==> src/rtl/cache_set_assoc_multiword.sv <==
// N-way set-associative multiword instruction cache with its own refill FSM, true-LRU and saturating counters.
// Optional feature: define CACHE_FLUSH_EN to add the FLUSH input (invalidate all lines).
module cache_set_assoc_multiword #(
    parameter int ADDR_W          = 32,
    parameter int DATA_W          = 32,
    parameter int WORDS_PER_BLOCK = 2,
    parameter int SETS            = 4,
    parameter int WAYS            = 2,
    parameter int CNT_W           = 20
) (
    input  logic                              CLK,
    input  logic                              RESET,
    input  logic                              REQ,
`ifdef CACHE_FLUSH_EN
    input  logic                              FLUSH,
`endif
    input  logic [ADDR_W-1:0]                 PC,
    output logic                              HIT,
    output logic                              DATA_VALID,
    output logic [DATA_W-1:0]                 Data_Cache,
    output logic                              STALL,
    output logic                              MM_REQ,
    output logic [ADDR_W-1:0]                 MM_ADDR,
    input  logic                              MM_VALID,
    input  logic [DATA_W*WORDS_PER_BLOCK-1:0] MM_DATA,
    output logic [CNT_W-1:0]                  CNT_HIT,
    output logic [CNT_W-1:0]                  CNT_MISS
);
    localparam int OFF_W = $clog2(WORDS_PER_BLOCK);
    localparam int IDX_B = $clog2(SETS);
    localparam int IDX_W = (IDX_B > 0) ? IDX_B : 1;
    localparam int TAG_W = ADDR_W - 2 - OFF_W - IDX_B;
    localparam int AGE_W = (WAYS > 1) ? $clog2(WAYS) : 1;
    localparam int BLK_W = DATA_W * WORDS_PER_BLOCK;
    localparam logic [ADDR_W-1:0] ALIGN_MASK = {ADDR_W{1'b1}} << (2 + OFF_W);

    typedef enum logic [1:0] {S_IDLE = 2'd0, S_MISS = 2'd1, S_FILL = 2'd2} state_t;
    typedef logic [WAYS-1:0][AGE_W-1:0] age_row_t;
    typedef logic [WAYS-1:0][TAG_W-1:0] tag_row_t;
    typedef logic [WAYS-1:0][BLK_W-1:0] blk_row_t;

    state_t            state_q, state_d;
    logic [WAYS-1:0]   valid_q [SETS];
    logic [WAYS-1:0]   valid_d [SETS];
    tag_row_t          tag_q   [SETS];
    tag_row_t          tag_d   [SETS];
    blk_row_t          blk_q   [SETS];
    blk_row_t          blk_d   [SETS];
    age_row_t          age_q   [SETS];
    age_row_t          age_d   [SETS];
    logic [ADDR_W-1:0] pc_q, pc_d;
    logic [DATA_W-1:0] word_q, word_d;
    logic [CNT_W-1:0]  cnt_hit_q, cnt_hit_d, cnt_miss_q, cnt_miss_d;
    logic              flush_pend_q, flush_pend_d;

    logic [ADDR_W-1:0] lk_addr_s, sh_idx_s, sh_tag_s, sh_off_s;
    logic [IDX_W-1:0]  idx_s;
    logic [TAG_W-1:0]  tag_s;
    logic [OFF_W-1:0]  off_s;
    logic              hit_s, inv_s, flush_in_s, flush_now_s;
    logic [AGE_W-1:0]  hit_way_s, vict_way_s;
    logic [DATA_W-1:0] hit_word_s;

    // Ways younger than the touched way age by one; the touched way becomes MRU.
    function automatic age_row_t lru_touch(input age_row_t row, input logic [AGE_W-1:0] way);
        age_row_t r;
        r = row;
        for (int w = 0; w < WAYS; w++) begin
            if (row[w] < row[way]) r[w] = row[w] + AGE_W'(1);
        end
        r[way] = {AGE_W{1'b0}};
        return r;
    endfunction

    function automatic age_row_t lru_init();
        age_row_t r;
        for (int w = 0; w < WAYS; w++) r[w] = AGE_W'(w);
        return r;
    endfunction

    function automatic logic [CNT_W-1:0] sat_inc(input logic [CNT_W-1:0] c);
        if (&c) return c;
        else    return c + CNT_W'(1);
    endfunction

`ifdef CACHE_FLUSH_EN
    assign flush_in_s = FLUSH;
`else
    assign flush_in_s = 1'b0;
`endif
    assign flush_now_s = flush_in_s | flush_pend_q;

    // In IDLE the live PC is looked up; during refill the latched miss address is used.
    assign lk_addr_s = (state_q == S_IDLE) ? PC : pc_q;
    assign sh_off_s  = lk_addr_s >> 2;
    assign sh_idx_s  = lk_addr_s >> (2 + OFF_W);
    assign sh_tag_s  = lk_addr_s >> (2 + OFF_W + IDX_B);
    assign off_s     = sh_off_s[OFF_W-1:0];
    assign idx_s     = (SETS > 1) ? sh_idx_s[IDX_W-1:0] : {IDX_W{1'b0}};
    assign tag_s     = sh_tag_s[TAG_W-1:0];

    // Tag compare across ways plus victim choice: lowest invalid way, else the oldest.
    always_comb begin
        hit_s      = 1'b0;
        hit_way_s  = {AGE_W{1'b0}};
        inv_s      = 1'b0;
        vict_way_s = {AGE_W{1'b0}};
        for (int w = 0; w < WAYS; w++) begin
            if (valid_q[idx_s][w] && (tag_q[idx_s][w] == tag_s)) begin
                hit_s     = 1'b1;
                hit_way_s = AGE_W'(w);
            end else begin
            end
        end
        for (int w = WAYS - 1; w >= 0; w--) begin
            if (!valid_q[idx_s][w]) begin
                inv_s      = 1'b1;
                vict_way_s = AGE_W'(w);
            end else begin
            end
        end
        if (!inv_s) begin
            for (int w = 0; w < WAYS; w++) begin
                if (age_q[idx_s][w] == AGE_W'(WAYS - 1)) vict_way_s = AGE_W'(w);
                else vict_way_s = vict_way_s;
            end
        end else begin
        end
        hit_word_s = blk_q[idx_s][hit_way_s][off_s*DATA_W +: DATA_W];
    end

    // Next-state logic for the refill FSM, line arrays, LRU and counters.
    always_comb begin
        state_d      = state_q;
        valid_d      = valid_q;
        tag_d        = tag_q;
        blk_d        = blk_q;
        age_d        = age_q;
        pc_d         = pc_q;
        word_d       = word_q;
        cnt_hit_d    = cnt_hit_q;
        cnt_miss_d   = cnt_miss_q;
        flush_pend_d = flush_pend_q;
        case (state_q)
            S_IDLE: begin
                if (flush_now_s) begin
                    for (int s = 0; s < SETS; s++) begin
                        valid_d[s] = {WAYS{1'b0}};
                        age_d[s]   = lru_init();
                    end
                    flush_pend_d = 1'b0;
                end else if (REQ) begin
                    if (hit_s) begin
                        cnt_hit_d    = sat_inc(cnt_hit_q);
                        age_d[idx_s] = lru_touch(age_q[idx_s], hit_way_s);
                    end else begin
                        pc_d       = PC;
                        cnt_miss_d = sat_inc(cnt_miss_q);
                        state_d    = S_MISS;
                    end
                end else begin
                end
            end
            S_MISS: begin
                if (flush_in_s) flush_pend_d = 1'b1;
                else flush_pend_d = flush_pend_q;
                if (MM_VALID) begin
                    valid_d[idx_s][vict_way_s] = 1'b1;
                    tag_d[idx_s][vict_way_s]   = tag_s;
                    blk_d[idx_s][vict_way_s]   = MM_DATA;
                    age_d[idx_s]               = lru_touch(age_q[idx_s], vict_way_s);
                    word_d                     = MM_DATA[off_s*DATA_W +: DATA_W];
                    state_d                    = S_FILL;
                end else begin
                end
            end
            S_FILL: begin
                if (flush_in_s) flush_pend_d = 1'b1;
                else flush_pend_d = flush_pend_q;
                state_d = S_IDLE;
            end
            default: state_d = S_IDLE;
        endcase
    end

    // State registers; reset invalidates every line and restores the LRU order.
    always_ff @(posedge CLK or negedge RESET) begin
        if (!RESET) begin
            state_q      <= S_IDLE;
            for (int s = 0; s < SETS; s++) begin
                valid_q[s] <= {WAYS{1'b0}};
                tag_q[s]   <= {(WAYS*TAG_W){1'b0}};
                blk_q[s]   <= {(WAYS*BLK_W){1'b0}};
                age_q[s]   <= lru_init();
            end
            pc_q         <= {ADDR_W{1'b0}};
            word_q       <= {DATA_W{1'b0}};
            cnt_hit_q    <= {CNT_W{1'b0}};
            cnt_miss_q   <= {CNT_W{1'b0}};
            flush_pend_q <= 1'b0;
        end else begin
            state_q      <= state_d;
            valid_q      <= valid_d;
            tag_q        <= tag_d;
            blk_q        <= blk_d;
            age_q        <= age_d;
            pc_q         <= pc_d;
            word_q       <= word_d;
            cnt_hit_q    <= cnt_hit_d;
            cnt_miss_q   <= cnt_miss_d;
            flush_pend_q <= flush_pend_d;
        end
    end

    // Fetch-side outputs; gated by RESET so a mid-refill reset drops STALL/MM_REQ at once.
    always_comb begin
        HIT        = 1'b0;
        DATA_VALID = 1'b0;
        Data_Cache = {DATA_W{1'b0}};
        STALL      = 1'b0;
        MM_REQ     = 1'b0;
        MM_ADDR    = {ADDR_W{1'b0}};
        if (RESET) begin
            case (state_q)
                S_IDLE: begin
                    if (REQ && !flush_now_s) begin
                        HIT        = hit_s;
                        DATA_VALID = hit_s;
                        Data_Cache = hit_s ? hit_word_s : {DATA_W{1'b0}};
                        STALL      = !hit_s;
                    end else begin
                    end
                end
                S_MISS: begin
                    STALL   = 1'b1;
                    MM_REQ  = 1'b1;
                    MM_ADDR = pc_q & ALIGN_MASK;
                end
                S_FILL: begin
                    DATA_VALID = 1'b1;
                    Data_Cache = word_q;
                end
                default: begin
                end
            endcase
        end else begin
        end
    end

    assign CNT_HIT  = cnt_hit_q;
    assign CNT_MISS = cnt_miss_q;

endmodule

==> config.mk <==
export PLATFORM = sky130hd
export DESIGN_NAME = cache_set_assoc_multiword
export DESIGN_NICKNAME = d
export VERILOG_FILES = /design/src/rtl/cache_set_assoc_multiword.sv
export SDC_FILE = /design/constraint.sdc
export NUM_CORES = 2
export LEC_CHECK = 0
export CAP_MARGIN = 30
export CORE_MARGIN = 2
export CORE_UTILIZATION = 47
export CTS_BUF_LIST = sky130_fd_sc_hd__clkbuf_16
export DETAILED_ROUTE_END_ITERATION = 6
export HOLD_SLACK_MARGIN = 0.08
export SLEW_MARGIN = 5
export SYNTH_ARGS = -nofsm -noshare
export SYNTH_HDL_FRONTEND = slang
export SYNTH_SLANG_ARGS = --single-unit
==> constraint.sdc <==
create_clock -name CLK -period 6.4 [get_ports CLK]
set_clock_uncertainty 0.1 [all_clocks]
set_input_delay 0.64 -clock CLK [delete_from_list [all_inputs] [get_ports CLK]]
set_output_delay 0.64 -clock CLK [all_outputs]
set_load 0.1 [all_outputs]
==> impl_metrics.tcl <==
set metrics [dict create \
    status "finished, final reports clean" \
    cap_violations 0 \
    place_area_um2 44000 \
    rows 107 \
    port_buffers 202 \
    dieArea_um2 87800 \
    rsz0062_at_grt "no" \
    synth_top_family_by_area "multiplexers" \
    grt_overflow 0 \
    nNetsFinal 3413 \
    instances_no_fill 4525 \
    synth_seq_cells 848 \
    num_vias 26800 \
    synth_area_um2 40100 \
    htree_levels 3 \
    worstSetupPathType "flip-flop to output pin" \
    tns_ns 0 \
    setup_viol 0 \
    p_leak_nw 20.9 \
    antenna_left 0 \
    synth.mux.area_fraction 0.288 \
    drt_iter0_markers 1784 \
    die_h_um 296 \
    required_ns 5.66 \
    routedWlPerCell_um 24.2 \
    final_cell_mix "843 x dfrtp_1, 544 x mux2_2, 263 x a21oi_1" \
    core_area_um2 84900 \
    grt_pass1_vias 28200 \
    max_freq_mhz 164 \
    routed_via_density 5.92 \
    min-delay-path-class "flip-flop to flip-flop" \
    yosys.area_share.simple 0.0689 \
    period_needed_ns 6.09 \
    synth-edff-count 0 \
    fin_crit_sh 0.951 \
    layout-drive-gt1-share 0.289 \
    io_pins 208 \
    ys_types 75 \
    syn_inst 3139 \
    cts_inserted_buffers 92 \
    clock_path_buffers 3 \
    synth_xor_area_frac 0.0142 \
    syn2layout_area_growth_pct 17.3 \
    critPathLaunchType "flip-flop" \
    hpwlAfterDp_um 66900 \
    worstSkewPairLatency_ns 0.64 \
    clk_pin_slew_ns 0.06 \
    hold_viol 0 \
    routabilityCongestion 0.932 \
    grtUsageTotal 0.251 \
    clkSinkCount 848 \
    tightest_slew_ns 0.981 \
    synth-adder-area-share 0.000623 \
    postSynth.asyncResetShare 1.00 \
    relSlewSlack 0.327 \
    drc_errors 0 \
    setup.worst_path.end_class "output pin" \
    dp.cells 4342 \
    syn_avg_cell_area_um2 12.8 \
    routed_wl_um 109000 \
    ys.warnings.count 0 \
    final_common_cell "dfrtp_1" \
    grt_max_degree 141 \
    synth_ff_type "dfrtp_1" \
    critical_path_arrival_ns 5.35 \
    synth-compound-area-share 0.0719 \
    cp_max_fo 32 \
    die_x_um 296 \
    final_max_slew_viol_count 0 \
    max-vdd-ir-drop_mv 0.332 \
    yosysSeqAreaShare 0.529 \
    cts-root-buf "clkbuf_16" \
    dr.pass1.iters 7 \
    antenna_found_initial 6 \
    power_density_nw_per_um2 491 \
    stdcell_area_um2 47100 \
    start_util 0.473 \
    cts_tree "built" \
    grt_first_pass_wirelength_um 169000 \
]
## metal layers
layer  GRT usage  vias up  wire [um]
met5           0        -         46
li1            -    11900          -
met4      0.0707        8       3280
met1       0.346    14000      48600
met2       0.411      708      52000
met3      0.0405      220       5470
## critical path, cell delays in order, from the launching register on
cell	delay (ns)
dfrtp_1	0.61
o21ai_4	0.67
buf_4	0.35
nand3_1	0.11
and3_1	0.18
nor4_1	0.66
nand4_1	0.19
a22oi_1	0.32
nand4_1	0.31
nand2_1	0.20
and2_2	0.19
buf_12	0.25
a22o_1	0.34
buf_12	0.21
## area by class of cell
type,count,area [um2]
inverter,6,22.5
antenna,1,2.50
fill,7092,37800
multi-input combinational,2051,18000
tap,1144,1430
sequential,848,21200
clock inverter,70,488
timing repair buffer,312,3630
clock buffer,93,2330
## synth_stat cells, drive strengths merged, types with 3 or more instances
| cell type | number | area (um2) |
|---|---|---|
| nor3b | 8 | 65.1 |
| nand3 | 90 | 450 |
| nand3b | 3 | 22.5 |
| inv | 6 | 22.5 |
| a221oi | 3 | 26.3 |
| o211ai | 3 | 22.5 |
| a22o | 40 | 350 |
| xor2 | 20 | 175 |
| a31oi | 5 | 31.3 |
| and2 | 9 | 56.3 |
| nor4 | 14 | 87.6 |
| and3 | 71 | 444 |
| o221ai | 6 | 52.6 |
| o22ai | 4 | 25.0 |
| a2111oi | 12 | 124 |
| nand4 | 24 | 156 |
| mux4 | 134 | 3020 |
| a21boi | 6 | 45.0 |
| mux2 | 576 | 6490 |
| or2 | 8 | 50.1 |
| a21o | 7 | 52.6 |
| mux2i | 206 | 2070 |
| dfrtp | 844 | 21100 |
| dfstp | 4 | 105 |
| o21ai | 93 | 465 |
| or4 | 5 | 41.3 |
| xnor2 | 45 | 394 |
| nand2 | 70 | 263 |
| nor3 | 19 | 95.1 |
| o21a | 5 | 37.5 |
| buf | 127 | 657 |
| a22oi | 3 | 22.5 |
| o2111ai | 4 | 35.0 |
| a211oi | 9 | 67.6 |
| a21oi | 263 | 1320 |
| nor2 | 245 | 927 |
| clkbuf | 110 | 413 |
| nor4b | 3 | 26.3 |
| o22a | 3 | 26.3 |
## cell families (layout without fill, tap and decap cells)
logic type	after synthesis	in the layout
xor+xnor	65	65
mux	916	916
simple gates	579	579
compound gates	485	486
buf+inv	243	481
other cells	1	4
fa+ha+maj	2	2
flops	848	848
## report_power, final
part / total [mW] / switching [mW] / internal, mW
Clock: 5.01 / 2.15 / 2.86
Combinational: 9.04 / 4.64 / 4.40
Sequential: 9.08 / 1.28 / 7.80
Total: 23.1 / 8.08 / 15.1
## state kept, by name, summed over array words and instances (netlist names)
register,flops
CNT_HIT,20
valid_q,8
word_q,32
CNT_MISS,20
age_q,8
state_q,2
pc_q,30
blk_q,512
tag_q,216
## per-stage QoR
step                power, mW  worst slack [ns]  hold WS [ns]  utilization
floorplan                15.4              1.09         0.244            -
global placement         17.6             0.541         0.348        0.518
detailed placement       18.1             0.486         0.352        0.518
CTS                      23.2            0.0870         0.367        0.552
global route             24.5            0.0561         0.378        0.555
finish                   23.1             0.311         0.366        0.555
## repair_timing
| action | CTS | global route |
|---|---|---|
| resized for setup | 0 | 1 |
| endpoints found under the hold margin | 65 | 0 |
| hold buffers | 1 | 0 |
| endpoints found under the setup margin | 0 | 29 |
| buffers inserted | 0 | 11 |
## path summary, 6_finish.rpt
check                                       to  depth (start not counted)  startpoint  slack (ns)
max in group asynchronous           blk_q[143]                          7       RESET        3.34
worst min register to register      valid_q[4]                          1  valid_q[4]        0.37
worst min-delay path                valid_q[4]                          1  valid_q[4]        0.37
worst max-delay path            Data_Cache[29]                         13  state_q[0]        0.31
worst max register to register    CNT_MISS[16]                         14  state_q[0]        1.36
min in group asynchronous             pc_q[16]                          2       RESET        0.46
No activity file was read; power rests on OpenSTA's default activity.
